$ cat src/rtl/snn_pkg.sv
// Shared definitions for the spiking-network front end.
// Holds the rate-encoder state enum and the default intensity width.
package snn_pkg;

  // Encoder control states: LOAD collects intensities, RUN presents the
  // window, DONE is the single closing cycle.
  typedef enum logic [1:0] {
    ST_LOAD = 2'd0,
    ST_RUN  = 2'd1,
    ST_DONE = 2'd2
  } enc_state_t;

  localparam int PIX_W_DEF = 8;

endpackage

$ cat src/rtl/rate_accumulator.sv
// One rate-coded neuron driver: stores an intensity word and, while running,
// adds it into a PIX_W-bit phase accumulator every cycle. The carry-out of
// that addition is the spike, registered for the following cycle.
//
// Ports:
//   clk_i, rst_i  clock, synchronous active-high reset
//   load_i        capture data_i as this node's intensity
//   data_i        unsigned intensity word
//   clr_i         zero the accumulator (start of a new window)
//   run_i         window cycle: accumulate and emit carry
//   spike_o       registered spike, 0 whenever the previous cycle was idle
module rate_accumulator
  import snn_pkg::*;
#(
  parameter int PIX_W = PIX_W_DEF
) (
  input  logic             clk_i,
  input  logic             rst_i,
  input  logic             load_i,
  input  logic [PIX_W-1:0] data_i,
  input  logic             clr_i,
  input  logic             run_i,
  output logic             spike_o
);

  logic [PIX_W-1:0] intensity_q;
  logic [PIX_W-1:0] acc_q;
  logic [PIX_W:0]   sum_p0;
  logic             spike_p1;

  // Unsigned add widened by one bit so the wrap becomes an explicit carry.
  function automatic logic [PIX_W:0] acc_add(input logic [PIX_W-1:0] a,
                                             input logic [PIX_W-1:0] b);
    return {1'b0, a} + {1'b0, b};
  endfunction

  assign sum_p0 = acc_add(acc_q, intensity_q);

  // Stage p0 -> p1: accumulator update and carry capture.
  always_ff @(posedge clk_i) begin
    if (rst_i) begin
      intensity_q <= '0;
      acc_q       <= '0;
      spike_p1    <= 1'b0;
    end else begin
      if (load_i) intensity_q <= data_i;
      if (clr_i) begin
        acc_q <= '0;
      end else if (run_i) begin
        acc_q <= sum_p0[PIX_W-1:0];
      end
      spike_p1 <= run_i & sum_p0[PIX_W];
    end
  end

  assign spike_o = spike_p1;

endmodule

$ cat src/rtl/spike_rate_encoder.sv
// Rate encoder feeding a spiking network: loads one intensity per node over a
// ready/valid stream, then presents a WINDOW-cycle spike train in which each
// node fires floor(WINDOW*intensity/2^PIX_W) times, evenly spaced.
//
// Ports:
//   clk_i, rst_i  clock, synchronous active-high reset
//   pix_valid_i   intensity word offered
//   pix_data_i    intensity for the next node index
//   pix_ready_o   encoder accepts a word this cycle (LOAD only)
//   spikes_o      registered spike vector, one bit per node
//   active_o      registered; high on every cycle spikes_o carries window data
//   done_o        one-cycle pulse on the final active cycle
module spike_rate_encoder
  import snn_pkg::*;
#(
  parameter int NUM_NODES = 1,
  parameter int PIX_W     = PIX_W_DEF,
  parameter int WINDOW    = 256
) (
  input  logic                 clk_i,
  input  logic                 rst_i,
  input  logic                 pix_valid_i,
  input  logic [PIX_W-1:0]     pix_data_i,
  output logic                 pix_ready_o,
  output logic [NUM_NODES-1:0] spikes_o,
  output logic                 active_o,
  output logic                 done_o
);

  localparam int IDX_W = (NUM_NODES > 1) ? $clog2(NUM_NODES) : 1;
  localparam int CNT_W = $clog2(WINDOW + 1);

  enc_state_t       state_q;
  enc_state_t       state_d;
  logic [IDX_W-1:0] idx_q;
  logic [CNT_W-1:0] win_q;
  logic             accept;
  logic             last_word;
  logic             last_cyc;
  logic             run;
  logic             vld_p1;

  assign accept    = (state_q == ST_LOAD) && pix_valid_i;
  assign last_word = accept && (idx_q == IDX_W'(NUM_NODES - 1));
  assign run       = (state_q == ST_RUN);
  assign last_cyc  = run && (win_q == CNT_W'(WINDOW - 1));

  always_comb begin
    state_d = state_q;
    case (state_q)
      ST_LOAD: if (last_word) state_d = ST_RUN;
      ST_RUN:  if (last_cyc)  state_d = ST_DONE;
      ST_DONE: state_d = ST_LOAD;
      default: state_d = ST_LOAD;
    endcase
  end

  // Stage p0 -> p1: control state; active tracks the RUN cycle just completed
  // so it lines up with the registered spikes.
  always_ff @(posedge clk_i) begin
    if (rst_i) begin
      state_q <= ST_LOAD;
      idx_q   <= '0;
      win_q   <= '0;
      vld_p1  <= 1'b0;
    end else begin
      state_q <= state_d;
      vld_p1  <= run;
      if (last_word) begin
        idx_q <= '0;
      end else if (accept) begin
        idx_q <= idx_q + IDX_W'(1);
      end
      if (last_word) begin
        win_q <= '0;
      end else if (run) begin
        win_q <= win_q + CNT_W'(1);
      end
    end
  end

  for (genvar i = 0; i < NUM_NODES; i++) begin : g_node
    rate_accumulator #(
      .PIX_W(PIX_W)
    ) u_acc (
      .clk_i  (clk_i),
      .rst_i  (rst_i),
      .load_i (accept && (idx_q == IDX_W'(i))),
      .data_i (pix_data_i),
      .clr_i  (last_word),
      .run_i  (run),
      .spike_o(spikes_o[i])
    );
  end

  // Reset masks ready and done combinationally so an aborted window never
  // shows a spurious accept or completion in the reset cycle itself.
  assign pix_ready_o = (state_q == ST_LOAD) && !rst_i;
  assign done_o      = (state_q == ST_DONE) && !rst_i;
  assign active_o    = vld_p1;

endmodule

$ cat config.mk
export PLATFORM = sky130hd
export DESIGN_NAME = spike_rate_encoder
export DESIGN_NICKNAME = d
export VERILOG_FILES = /design/src/rtl/snn_pkg.sv /design/src/rtl/rate_accumulator.sv /design/src/rtl/spike_rate_encoder.sv
export SDC_FILE = /design/constraint.sdc
export NUM_CORES = 1
export LEC_CHECK = 0
export BUFFER_PORTS_ARGS = -buffer_cell sky130_fd_sc_hd__clkbuf_2
export CELL_PAD_IN_SITES_DETAIL_PLACEMENT = 1
export CELL_PAD_IN_SITES_GLOBAL_PLACEMENT = 1
export CORE_UTILIZATION = 35
export CTS_CLUSTER_DIAMETER = 100
export DETAILED_ROUTE_END_ITERATION = 8
export GPL_ROUTABILITY_DRIVEN = 0
export PLACE_DENSITY_LB_ADDON = 0.1
export SLEW_MARGIN = 20
export SYNTH_ARGS = -nofsm -noshare
export SYNTH_HDL_FRONTEND = slang
export SYNTH_SLANG_ARGS = --single-unit
export TNS_END_PERCENT = 20
$ cat constraint.sdc
create_clock -name clk_i -period 2.3 [get_ports clk_i]
set_input_delay 0.115 -clock clk_i [delete_from_list [all_inputs] [get_ports clk_i]]
set_output_delay 0.115 -clock clk_i [all_outputs]
set_load 0.01 [all_outputs]
After elaboration in Yosys (flattened, before gate mapping)

Index checks and enable logic that the tools add are counted.

Add/subtract/negate cells: 3
Equality and inequality tests: 5
Muxes and demuxes: 3
Bitwise gates (word level): 2
Reduce and logical (&&, ||, !) cells: 9

Operators by type and width:

| kind                                                                     | count |
|---|---|
| 8-bit by 8-bit adder with 9-bit output                                   | 1 |
| 9-bit by 1-bit adder with 9-bit output (second input constant)           | 1 |
| 9-bit by 8-bit == test with 1-bit output (second input constant)         | 1 |
| 1-bit logical AND                                                        | 5 |
| 2-bit 2-to-1 mux                                                         | 2 |
| 2-bit one-hot mux with 2 select lines                                    | 1 |
| 2-bit by 1-bit == test with 1-bit output (second input constant)         | 1 |
| 2-bit == test (second input constant)                                    | 1 |
| 2-bit zero test                                                          | 1 |
| 2-bit by 1-bit inequality test with 1-bit output (second input constant) | 1 |
| 2-bit inequality test (second input constant)                            | 1 |
| 2-bit AND reduction                                                      | 1 |
| 2-bit OR reduction                                                       | 1 |
| 1-bit adder (second input constant)                                      | 1 |
| 1-bit bitwise AND                                                        | 1 |
| 1-bit zero test                                                          | 1 |
| 1-bit inverter                                                           | 1 |

Register bits after elaboration: 30
Bits of input ports: 11
Output and inout bits: 4

Depth between registers and ports, before layout

Word-level depth: 5
Depth in mapped cells: 8

Modules after synthesis

From an unflattened synthesis, not the netlist that was laid out.

Cells, all modules: 165
Area, all modules: 1476.4 µm²

Modules (own cells, without submodules):

| module             | instances | cells each | area an instance (µm²) | seq. area each (µm²) |
|---|---|---|---|---|
| rate_accumulator   | 1         | 100        | 907.1                  | 340.3 |
| spike_rate_encoder | 1         | 65         | 569.3                  | 260.2 |

Worst setup path after synthesis

Ideal clock, no wire load.

Path type: register to register
Start: reg g_node[0].u_acc.acc_q[0]
End: reg g_node[0].u_acc.acc_q[6]
Setup time: 0.062 ns
Arrival: 1.557 ns
Required time: 2.238 ns
Setup slack: 0.681 ns
Stages on the path, launching flop included: 9
Period minus slack after synthesis: 1.619 ns
Path through: dfxtp_1 -> ha_1 -> inv_1 -> fa_1 -> nor2b_1 -> o31ai_1 -> a21oi_1 -> or3_1 -> nand3_1

Longest elaborated chain between the ends: 1

RTL lines:

| element                                | RTL line               | RTL |
|---|---|---|
| start: declaration                     | rate_accumulator.sv:27 | `logic [PIX_W-1:0] acc_q;` |
| start signal: assignment               | rate_accumulator.sv:50 | `acc_q <= sum_p0[PIX_W-1:0];` |
| 8-bit by 8-bit adder with 9-bit output | rate_accumulator.sv:34 | `return {1'b0, a} + {1'b0, b};` |

Every way passes these cells.
A chain may end at the register's enable or synchronous reset.

Worst setup path in the final report

Ends and elaborated chain as after synthesis.

==> metrics.cfg <==
[grt]
antenna_found_initial = 0
grt_pass1_wl_mm = 5.43
grtUsageTotal_pct = 16.9
grt_pass1_vias = 1231
grt_max_degree = 19
overflow = 0

[sta]
period_minus_slack_ps = 1790
finClkSkew_ps = 9.60
setup_tns_ps = 0
fin_crit_sh_pct = 77.8
drv_slew = 0
setup_violations = 0
rsz0062_at_grt = false
fmax_ghz = 0.559
maxSlewHeadroom_pct = 63.4
hold_viol = 0
tightest_slew_ps = 550

[detailed_routing]
vias_per_cell = 4.99
dr.pass1.iters = 4
vias = 1208
drt-initial-drc-count = 42
drc = 0
wirelength_mm = 3.23
ant_nets = 0
wl_per_cell_microns = 13.4

[setup_path]
arrival_ps = 2010
worst_setup_path_start_kind = flip-flop
reg2reg_from = g_node[0].u_acc.acc_q[0]$_SDFFE_PP0P_
cp.required_ps = 2520
critPathLaunch = g_node[0].u_acc.acc_q[0]$_SDFFE_PP0P_
endpoint_kind = flip-flop
path_class = flip-flop to flip-flop
cp_max_fo = 3

[synth]
synth_top_cell_area_share_pct = 40.7
yosysTopAreaCell = dfxtp_1
ys_types = 35
syn_area_sq_um = 1470
synthArstFlopShare_pct = 0
ys_ff_latch = 30
syn_area_per_cell_sq_um = 8.42
synthTopCellsByArea = dfxtp_1, ha_1, nand2_1, a21oi_1, nor2_1
syn_inst = 175
synth_nets = 197
ys_warn_count = 0
yosysSeqAreaShare_pct = 40.7
synth_ff_type = dfxtp_1
synth_edf_count = 0

[cts]
cts_setup_buffers = 0
cts_num_sinks = 30
cts_made_buffers = 5
htreeDepth = 2
cts_tree = yes
path_clk_slew_ps = 70
cts_hold_buf = 0
clk_path_buf_depth = 2
cts_root_buf = clkbuf_8
clock_latency_ps = 280
cts_resized = 0

[place]
dp_cells = 235
place_area_sq_um = 1580
dp_hpwl_mm = 2.47
numPortBuffers = 14

[min_path]
min_path_type = input pin to flip-flop
hp-start = pix_valid_i

[floorplanning]
dieArea_sq_um = 4470
rows = 23
io_pins = 15
initial_core_util_pct = 36.6
core-area_sq_um = 4030
fp.dieH_microns = 66.9
die_w_microns = 66.9

[pwr]
pwr-share-seq_pct = 46.3
netSwitchingPower_w = 0.000265
pwr-share-clk_pct = 44.6
power_w = 0.00119
peakVddDrop_mv = 0.354
netSwitchingFraction_pct = 22.3
combPwrFrac_pct = 9.2
p_int_w = 0.000925
p_per_area_nw_per_um2 = 704
p_leak_nw = 0.752

[layout]
syn_to_final_growth_pct = 14.7
fin_area_sq_um = 1690
drive_gt1_share_pct = 13.5
fin_cells = 242
num_antenna_cells = 0
nNetsFinal = 214
utilization_pct = 42.0

[job]
maxCapViolations = 0

[run_status]
status = finished clean

[state kept, by name (all words and copies together) (netlist names)]
| signal | flops |
|---|---|
| win_q | 9 |
| state_q | 2 |
| active_o | 1 |
| g_node.u_acc.intensity_q | 8 |
| idx_q | 1 |
| g_node.u_acc.spike_o | 1 |
| g_node.u_acc.acc_q | 8 |
[power by group through the flow]
stage	Combinational, W	Sequential [W]	Clock (W)
6_report	0.000109	0.000551	0.000531
5_1_grt	0.000126	0.000553	0.000576
4_1_cts	0.000112	0.000551	0.000551
3_5_place_dp	0.000112	0.000563	0
3_3_place_gp	0.000106	0.000561	0
2_1_floorplan	0.0000829	0.000558	0
[cells by family (layout without fill, tap and decap cells)]
kind of cell	after synthesis	after routing	share of synthesized area (%)
buffers and inverters	11	28	4.24
and+or+nand+nor	82	82	27.4
adders and majority gates	11	11	9.85
xor gates and xnor gates	6	6	3.57
AOI/OAI and AO/OA	33	33	12.8
muxes	2	2	1.36
DFF	30	30	40.7
[layer usage]
layer	share of wire [%]	wire length [microns]	up-vias	global-route usage [%]
met1	48	1560	559	20.1
li1	-	-	631	-
met2	48	1550	13	26.9
met5	0	0	-	0
met3	2.3	73	5	4.11
met4	1.8	57	0	10.4
[cell type report]
| cell class | count | area, sq um |
|---|---|---|
| fill | 494 | 2340 |
| multi-input combinational | 134 | 811 |
| sequential | 30 | 601 |
| timing repair buffer | 16 | 85.1 |
| clock buffer | 6 | 82.6 |
| tap | 50 | 62.6 |
| clock inverter | 1 | 30.0 |
| inverter | 5 | 18.8 |
[worst max-delay path, cell delays in order, from the launching register on]
cell and delay [ps]:
dfxtp_1 310, ha_1 210, inv_1 70, fa_1 180, nor2b_1 70, o31ai_1 290, a21oi_1 160, or3_1 360
nand3_1 80
[cell usage in the layout (no fill, tap or decap), types with 2 or more instances in the layout]
cell type	count
a21o_1	2
mux2i_1	2
nor2_1	20
o21ai_0	5
inv_1	5
nand4_1	3
nor3_1	4
and2_1	2
nand2_1	32
clkbuf_2	14
or3_1	3
and3_1	3
a21oi_1	18
dfxtp_1	30
xor2_1	5
ha_1	10
a211oi_1	3
nand2b_1	2
clkbuf_8	6
buf_4	2
nand3_1	6
a31oi_1	2
[through the flow]
stage,worst slack (ps),hold WS (ps)
final,511,49.4
after global routing,273,49.8
after CTS,479,40.6
after detailed placement,496,341
after global placement,512,331
after floorplan,681,203
[path summary, 6_finish.rpt]
path	end	slack (ps)	depth (start not counted)
setup / recovery	g_node[0].u_acc.acc_q[6]$_SDFFE_PP0P_	510	8
hold / removal	idx_q$_SDFFE_PP0N_	50	2
setup reg to reg	g_node[0].u_acc.acc_q[6]$_SDFFE_PP0P_	510	8
hold reg to reg	g_node[0].u_acc.acc_q[3]$_SDFFE_PP0P_	460	2
[Yosys cell counts (2+ instances only)]
master,number
a21oi_1,18
nand2b_1,2
or3_1,3
nor2_1,20
inv_1,5
a31oi_1,2
nand3_1,6
and2_1,2
a211oi_1,3
nand4_1,3
o21ai_0,5
dfxtp_1,30
mux2i_1,2
xor2_1,5
nor3_1,4
a21o_1,2
buf_2,2
ha_1,10
nand2_1,32
buf_6,2
and3_1,3
(Power assumes the default switching activity.)
